$ cat config.mk
export PLATFORM = sky130hd
export DESIGN_NAME = can_field_seq_flat
export DESIGN_NICKNAME = d
export VERILOG_FILES = /design/src/rtl/can_field_seq_if.sv /design/src/rtl/can_field_seq.sv /design/src/flat_wrapper.sv
export SDC_FILE = /design/constraint.sdc
export NUM_CORES = 1
export LEC_CHECK = 0
export BUFFER_PORTS_ARGS = -buffer_cell sky130_fd_sc_hd__buf_4
export CORE_ASPECT_RATIO = 1.2
export CORE_MARGIN = 2
export CORE_UTILIZATION = 56
export CTS_CLUSTER_DIAMETER = 30
export DETAILED_ROUTE_END_ITERATION = 10
export GPL_TIMING_DRIVEN = 0
export PLACE_DENSITY = 0.84
export SYNTH_ARGS = -nofsm -noshare
export SYNTH_HDL_FRONTEND = slang
export SYNTH_SLANG_ARGS = --single-unit
$ cat constraint.sdc
create_clock -name clk -period 3.85 [get_ports clk]
set_clock_uncertainty 0.2 [all_clocks]
set_input_delay 0.77 -clock clk [delete_from_list [all_inputs] [get_ports clk]]
set_output_delay 0.77 -clock clk [all_outputs]
set_load 0.1 [all_outputs]
$ cat src/rtl/can_field_seq_if.sv
// Bit-stream-processor sequencer bus: BTL/TCL-side controls in, BSP strobes and field status out.
// EXT_ID_EN adds the ide status signal.
interface can_field_seq_if;
  logic       clock;
  logic       start;
  logic       stuff_bit;
  logic       rx_bit;
  logic       abort;
  logic       zero;
  logic       halt;
  logic       ready_input;
  logic       rtr;
  logic [3:0] field;
  logic [3:0] byte_cnt;
  logic [3:0] dlc;
  logic       frame_done;
`ifdef EXT_ID_EN
  logic       ide;
`endif

  modport master (
`ifdef EXT_ID_EN
    input  ide,
`endif
    output clock, start, stuff_bit, rx_bit, abort,
    input  zero, halt, ready_input, rtr, field, byte_cnt, dlc, frame_done
  );

  modport slave (
`ifdef EXT_ID_EN
    output ide,
`endif
    input  clock, start, stuff_bit, rx_bit, abort,
    output zero, halt, ready_input, rtr, field, byte_cnt, dlc, frame_done
  );
endinterface

$ cat src/rtl/can_field_seq.sv
// CAN frame-field sequencer: tracks field/bit position per bit-time enable, latches RTR/DLC, drives BSP strobes.
// Optional CAN 2.0B extended identifier handling is enabled by defining EXT_ID_EN.
module can_field_seq #(
  parameter int EOF_BITS = 7,
  parameter int IFS_BITS = 3
) (
  input  logic          clk,
  input  logic          reset,
  can_field_seq_if.slave bus
);

  typedef enum logic [3:0] {
    S_IDLE    = 4'd0,
    S_ID      = 4'd1,
    S_RTR     = 4'd2,
    S_CTRL    = 4'd3,
    S_DLC     = 4'd4,
    S_DATA    = 4'd5,
    S_CRC     = 4'd6,
    S_CRC_DEL = 4'd7,
    S_ACK     = 4'd8,
    S_EOF     = 4'd9,
`ifdef EXT_ID_EN
    S_IFS     = 4'd10,
    S_EXT     = 4'd11
`else
    S_IFS     = 4'd10
`endif
  } state_t;

  state_t     state_q, state_d;
  logic [4:0] bit_idx_q, bit_idx_d;
  logic       rtr_q, rtr_d;
  logic [3:0] dlc_q, dlc_d;
  logic [3:0] byte_cnt_q, byte_cnt_d;
  logic       frame_done_q, frame_done_d;
`ifdef EXT_ID_EN
  logic       ide_q, ide_d;
`endif

  logic [4:0] field_len;
  logic       last_bit;
  logic       adv;
  logic [3:0] dlc_shift;
  logic [3:0] dlc_clamp;
  logic [3:0] byte_cnt_inc;

  assign adv          = bus.clock & ~bus.stuff_bit & ~bus.abort;
  assign dlc_shift    = {dlc_q[2:0], bus.rx_bit};
  assign dlc_clamp    = (dlc_shift > 4'd8) ? 4'd8 : dlc_shift;
  assign byte_cnt_inc = byte_cnt_q + 4'd1;

  always_comb begin
    field_len = 5'd1;
    case (state_q)
      S_ID:      field_len = 5'd11;
      S_RTR:     field_len = 5'd1;
      S_CTRL:    field_len = 5'd2;
      S_DLC:     field_len = 5'd4;
      S_DATA:    field_len = 5'd8;
      S_CRC:     field_len = 5'd15;
      S_CRC_DEL: field_len = 5'd1;
      S_ACK:     field_len = 5'd2;
      S_EOF:     field_len = 5'(EOF_BITS);
      S_IFS:     field_len = 5'(IFS_BITS);
`ifdef EXT_ID_EN
      S_EXT:     field_len = 5'd18;
`endif
      default:   field_len = 5'd1;
    endcase
  end

  assign last_bit = (bit_idx_q == field_len - 5'd1);

  always_comb begin
    state_d      = state_q;
    bit_idx_d    = bit_idx_q;
    rtr_d        = rtr_q;
    dlc_d        = dlc_q;
    byte_cnt_d   = byte_cnt_q;
    frame_done_d = 1'b0;
`ifdef EXT_ID_EN
    ide_d        = ide_q;
`endif
    if (bus.abort) begin
      state_d   = S_IDLE;
      bit_idx_d = 5'd0;
    end else if (state_q == S_IDLE) begin
      // SOF itself is not counted; frame status clears as ID is entered.
      if (bus.clock && bus.start) begin
        state_d    = S_ID;
        bit_idx_d  = 5'd0;
        rtr_d      = 1'b0;
        dlc_d      = 4'd0;
        byte_cnt_d = 4'd0;
`ifdef EXT_ID_EN
        ide_d      = 1'b0;
`endif
      end
    end else if (adv) begin
      bit_idx_d = last_bit ? 5'd0 : bit_idx_q + 5'd1;
      case (state_q)
        S_ID: if (last_bit) state_d = S_RTR;
        S_RTR: begin
          rtr_d   = bus.rx_bit;
          state_d = S_CTRL;
        end
        S_CTRL: begin
`ifdef EXT_ID_EN
          // First CTRL bit of a base header is IDE; IDE=1 diverts into the 18-bit extension.
          if (bit_idx_q == 5'd0 && !ide_q) begin
            ide_d = bus.rx_bit;
            if (bus.rx_bit) begin
              state_d   = S_EXT;
              bit_idx_d = 5'd0;
            end
          end
`endif
          if (last_bit) state_d = S_DLC;
        end
`ifdef EXT_ID_EN
        S_EXT: if (last_bit) state_d = S_RTR;
`endif
        S_DLC: begin
          dlc_d = last_bit ? dlc_clamp : dlc_shift;
          if (last_bit) state_d = (rtr_q || dlc_clamp == 4'd0) ? S_CRC : S_DATA;
        end
        S_DATA: begin
          if (last_bit) begin
            byte_cnt_d = byte_cnt_inc;
            state_d    = (byte_cnt_inc == dlc_q) ? S_CRC : S_DATA;
          end
        end
        S_CRC:     if (last_bit) state_d = S_CRC_DEL;
        S_CRC_DEL: if (last_bit) state_d = S_ACK;
        S_ACK:     if (last_bit) state_d = S_EOF;
        S_EOF:     if (last_bit) state_d = S_IFS;
        S_IFS: begin
          if (last_bit) begin
            state_d      = S_IDLE;
            frame_done_d = 1'b1;
          end
        end
        default: begin
          state_d   = S_IDLE;
          bit_idx_d = 5'd0;
        end
      endcase
    end
  end

  always_ff @(posedge clk or posedge reset) begin
    if (reset) begin
      state_q      <= S_IDLE;
      bit_idx_q    <= 5'd0;
      rtr_q        <= 1'b0;
      dlc_q        <= 4'd0;
      byte_cnt_q   <= 4'd0;
      frame_done_q <= 1'b0;
`ifdef EXT_ID_EN
      ide_q        <= 1'b0;
`endif
    end else begin
      state_q      <= state_d;
      bit_idx_q    <= bit_idx_d;
      rtr_q        <= rtr_d;
      dlc_q        <= dlc_d;
      byte_cnt_q   <= byte_cnt_d;
      frame_done_q <= frame_done_d;
`ifdef EXT_ID_EN
      ide_q        <= ide_d;
`endif
    end
  end

  assign bus.zero        = (state_q == S_ID || state_q == S_DATA || state_q == S_CRC) && bit_idx_q == 5'd0;
  assign bus.halt        = bus.stuff_bit || state_q == S_IDLE || state_q == S_CTRL || state_q == S_CRC_DEL
                           || state_q == S_ACK || state_q == S_EOF || state_q == S_IFS;
  assign bus.ready_input = ~bus.stuff_bit && ((state_q == S_DLC && bit_idx_q == 5'd3)
                                           || (state_q == S_DATA && bit_idx_q == 5'd7));
  assign bus.rtr         = rtr_q;
  assign bus.field       = state_q;
  assign bus.byte_cnt    = byte_cnt_q;
  assign bus.dlc         = dlc_q;
  assign bus.frame_done  = frame_done_q;
`ifdef EXT_ID_EN
  assign bus.ide         = ide_q;
`endif

endmodule

$ cat src/flat_wrapper.sv
// flat-port wrapper written by rule: the top's interface ports become plain ports
module can_field_seq_flat 
#(
  parameter int EOF_BITS = 7,
  parameter int IFS_BITS = 3
)
  (clk, reset, bus_clock, bus_start, bus_stuff_bit, bus_rx_bit, bus_abort, bus_zero, bus_halt, bus_ready_input, bus_rtr, bus_field, bus_byte_cnt, bus_dlc, bus_frame_done);
  can_field_seq_if bus_i ();
  input  logic clk;
  input  logic reset;
  input wire logic [$bits(bus_i.clock)-1:0] bus_clock;
  input wire logic [$bits(bus_i.start)-1:0] bus_start;
  input wire logic [$bits(bus_i.stuff_bit)-1:0] bus_stuff_bit;
  input wire logic [$bits(bus_i.rx_bit)-1:0] bus_rx_bit;
  input wire logic [$bits(bus_i.abort)-1:0] bus_abort;
  output wire logic [$bits(bus_i.zero)-1:0] bus_zero;
  output wire logic [$bits(bus_i.halt)-1:0] bus_halt;
  output wire logic [$bits(bus_i.ready_input)-1:0] bus_ready_input;
  output wire logic [$bits(bus_i.rtr)-1:0] bus_rtr;
  output wire logic [$bits(bus_i.field)-1:0] bus_field;
  output wire logic [$bits(bus_i.byte_cnt)-1:0] bus_byte_cnt;
  output wire logic [$bits(bus_i.dlc)-1:0] bus_dlc;
  output wire logic [$bits(bus_i.frame_done)-1:0] bus_frame_done;
  assign bus_i.clock = bus_clock;
  assign bus_i.start = bus_start;
  assign bus_i.stuff_bit = bus_stuff_bit;
  assign bus_i.rx_bit = bus_rx_bit;
  assign bus_i.abort = bus_abort;
  assign bus_zero = bus_i.zero;
  assign bus_halt = bus_i.halt;
  assign bus_ready_input = bus_i.ready_input;
  assign bus_rtr = bus_i.rtr;
  assign bus_field = bus_i.field;
  assign bus_byte_cnt = bus_i.byte_cnt;
  assign bus_dlc = bus_i.dlc;
  assign bus_frame_done = bus_i.frame_done;
  can_field_seq #(.EOF_BITS(EOF_BITS), .IFS_BITS(IFS_BITS)) u_core (.clk(clk), .reset(reset), .bus(bus_i));
endmodule
==> flow_metrics.env <==
export IMPL_outcome="finished clean"
export IMPL_yosys_mux_area_fraction_pct=2.46
export IMPL_critical_path_startpoint_type="flip-flop"
export IMPL_setup_worst_path_class="reg -> reg"
export IMPL_timing_critical_path_fanout_max=10
export IMPL_ff2ff_path_depth=10
export IMPL_die_height_um=63.9
export IMPL_worstHoldPathType="reg -> reg"
export IMPL_hold_path_cell_count=2
export IMPL_drv_slew=0
export IMPL_post_cts_hold_buffer_count=0
export IMPL_synthesis_instances=200
export IMPL_power_density_mw_per_mm2=258
export IMPL_combinational_family_with_the_most_area_after_synthesis="simple AND/OR/NAND/NOR gates"
export IMPL_worst_r2r_endpoint="u_core.bus.byte_cnt[2]"
export IMPL_route_detailed_wl_per_inst_um=16.4
export IMPL_worstMarginPinSlew_ns=0.740
export IMPL_floorplan_core_area_sq_mm=0.00281
export IMPL_synth_seq_area_share_pct=28.4
export IMPL_timing_final_setup_violations=0
export IMPL_synth_compound_area_share_pct=25.0
export IMPL_worstHoldStart="u_core.bus.dlc[3]"
export IMPL_drc=0
export IMPL_max_cap_violations=0
export IMPL_timing_rr_start="u_core.bus.field[1]"
export IMPL_reg2reg_slack_ns=0.50
export IMPL_rsz0062_at_grt="no"
export IMPL_1st_pass_router_iterations=5
export IMPL_post_route_period_util_pct=86.9
export IMPL_layout_cells_most_common="nor2_1"
export IMPL_worst_hold_path_endpoint="u_core.bus.dlc[3]"
export IMPL_synth_area_top_cells="dfrtp_1 (28%), ha_1 (7.5%), nor2_1 (5.8%)"
export IMPL_cts_buffers_inserted=3
export IMPL_synth_cell_type_count=57
export IMPL_finish_net_count=244
export IMPL_grt_antenna_before_repair=0
export IMPL_achievable_frequency_mhz=299
export IMPL_number_of_drc_markers_in_iteration_0=87
export IMPL_chipWidth_um=53.9
export IMPL_vias_per_cell=6.29
export IMPL_synth_yosys_warnings=0
export IMPL_critical_path_endpoint_type="flip-flop"
export IMPL_clock_tree_from_tritoncts="yes"
export IMPL_setup_slack_ns=0.503
export IMPL_min_period_ns=3.35
export IMPL_area_share_of_xor_xnor_cells_in_the_synthesized_design_pct=4.18
export IMPL_synth_top_cell_area_share_pct=28.4
export IMPL_synth_area_leader_cell="dfrtp_1"
export IMPL_antenna_cells=0
export IMPL_largest_net_degree_at_the_start_of_global_routing=20
export IMPL_initial_core_util_pct=59.6
export IMPL_drive_above_1_share_pct=18.1
export IMPL_first_pass_grt_wire_length_um=6950
export IMPL_grtUsageTotal_pct=27.0
export IMPL_worst_ir_drop_vdd_mv=0.165
export IMPL_post_placement_worst_setup_slack_ns=0.555
export IMPL_setup_total_negative_slack_ns=0
export IMPL_ios=24
export IMPL_root_buffer="clkbuf_4"
export IMPL_cts_max_path_buffers=2
export IMPL_ys_seq_elements=19
export IMPL_dp_hpwl_um=3220
export IMPL_crit_slowest_cell="a221oi_2"
export IMPL_layout_area_overhead_vs_synth_pct=14.3
export IMPL_post_synth_edffs=0
export IMPL_syn_num_nets=217
export IMPL_critical_path_cell_chain="inv_1 -> ha_1 -> clkbuf_1 -> and3b_1 -> o21a_1 -> nor2_1 -> or4_4 -> a221oi_2 -> a21oi_1 -> a311o_1"
export IMPL_worstSkewPairLatency_ns=0.32
export IMPL_clock_sinks=19
export IMPL_vias=1636
export IMPL_ctsHtreeMaxLevel=1
export IMPL_timing_critical_path_slowest_cell_delay_ns=0.47
export IMPL_yosys_area_share_adder_pct=7.47
export IMPL_total_power_w=0.000494
export IMPL_synth_area_per_cell_sq_um=8.38
export IMPL_timing_max_slew_rel_slack_pct=50.6
export IMPL_critPathRequiredTime_ns=3.87
export IMPL_post_cts_resize_count=0
export IMPL_antenna_violating_nets_post_route=0
export IMPL_ys_flop_type="dfrtp_1"
export IMPL_clk_pin_slew_ns=0.12
export IMPL_place_gp_congestion=0.891
export IMPL_static_leakage_power_nw=0.863
export IMPL_detail_route_wirelength_um=4270
export IMPL_crit_arrival_ns=3.36
export IMPL_die_area_sq_mm=0.00345
export IMPL_final_hold_violation_count=0
export IMPL_cts_setup_buffers=0
export IMPL_portBuffers=22
export IMPL_first_global_vias=1554
export IMPL_synth_simple_gate_area_share_pct=26.4
export IMPL_synth_cell_area_sq_mm=0.00168
export IMPL_grt_ovfl_total=0
export IMPL_most_frequent_cells_in_the_layout="nor2_1 (24), buf_4 (23), dfrtp_1 (19)"
export IMPL_postSynth_asyncResetShare_pct=100
export IMPL_std_cell_rows=21
where the power goes:
| group | switching, W | leakage, nW | internal, W | total [W] |
|---|---|---|---|---|
| sequential | 0.00000564 | 0.265 | 0.000202 | 0.000207 |
| clock | 0.0000694 | 0.0177 | 0.0000390 | 0.000108 |
| combinational | 0.000124 | 0.580 | 0.0000541 | 0.000178 |
| total | 0.000199 | 0.863 | 0.000295 | 0.000494 |
layer usage:
metal / vias to the layer above / wire length, um / track usage (%) / share of wire, %
li1: 786 / - / - / -
met1: 757 / 1770 / 34.5 / 41
met2: 80 / 2150 / 45.9 / 50
met3: 13 / 244 / 2.57 / 5.7
met4: 0 / 107 / 9.29 / 2.5
met5: - / 0 / 0 / 0
kinds of logic after synthesis:
family	Yosys count
compound gates	55
xor+xnor	8
fa+ha+maj	10
buf+inv	22
flops	19
mux	4
simple gates	82
worst max-delay path by stage:
stage | from | endpoint | cells after the start
CTS | u_core.bus.field[1] | u_core.bus.byte_cnt[2] | 10
finish | u_core.bus.field[1] | u_core.bus.byte_cnt[2] | 10
global route | u_core.bus.field[0] | u_core.bus.byte_cnt[2] | 10
global placement | u_core.bus.field[1] | u_core.bus.byte_cnt[2] | 10
detailed placement | u_core.bus.field[1] | u_core.bus.byte_cnt[2] | 10
floorplan | u_core.bus.field[1] | u_core.bus.field[2] | 10
layout make-up:
class                      instances  area, sq um
clock inverter                     1         5.00
clock buffer                       3         22.5
buffer                            12         65.1
sequential                        19          475
fill                             247          896
inverter                          10         37.5
tap                               34         42.5
multi-input combinational        159         1100
timing repair buffer              22          165
critical path, delay by kind of cell, from the launching register on:
| family | cells | cell delay, ns |
|---|---|---|
| simple gates | 3 | 0.76 |
| flops | 1 | 0.46 |
| fa+ha+maj | 1 | 0.19 |
| buf+inv | 2 | 0.55 |
| compound gates | 4 | 1.07 |
registers in the layout, indices dropped and copies added, names as in the netlist:
name                   cells
u_core.bus.frame_done      1
u_core.bus.dlc             4
u_core.bit_idx_q           5
u_core.bus.field           4
u_core.bus.rtr             1
u_core.bus.byte_cnt        4
metrics by stage:
| step | util [%] | area (sq um) | hold slack [ns] | instances |
|---|---|---|---|---|
| after floorplan | - | 1680 | 0.322 | 200 |
| after global placement | 67.2 | 1890 | 0.323 | 256 |
| after detailed placement | 67.2 | 1890 | 0.317 | 256 |
| after CTS | 68.1 | 1920 | 0.345 | 260 |
| after global routing | 68.1 | 1920 | 0.396 | 260 |
| final | 68.1 | 1920 | 0.344 | 260 |
Yosys cell counts (2+ instances only):
cell type	count
a21oi_1	8
clkbuf_1	7
and2_1	3
or2_1	2
o211ai_1	3
o22ai_1	2
buf_6	2
ha_1	10
mux2i_1	3
nor3_1	5
nand3_1	10
a221o_1	2
o21ai_0	8
dfrtp_1	19
nand3b_1	2
a32o_1	2
a21o_1	3
o31ai_1	3
nor3b_1	2
nand2_1	12
nor2_1	26
nor2b_1	2
nand2b_1	4
a22o_1	7
xor2_1	3
inv_1	9
xnor2_1	5
nor4_1	4
a211oi_1	4
Note: power is estimated with default switching activity, not from simulation.
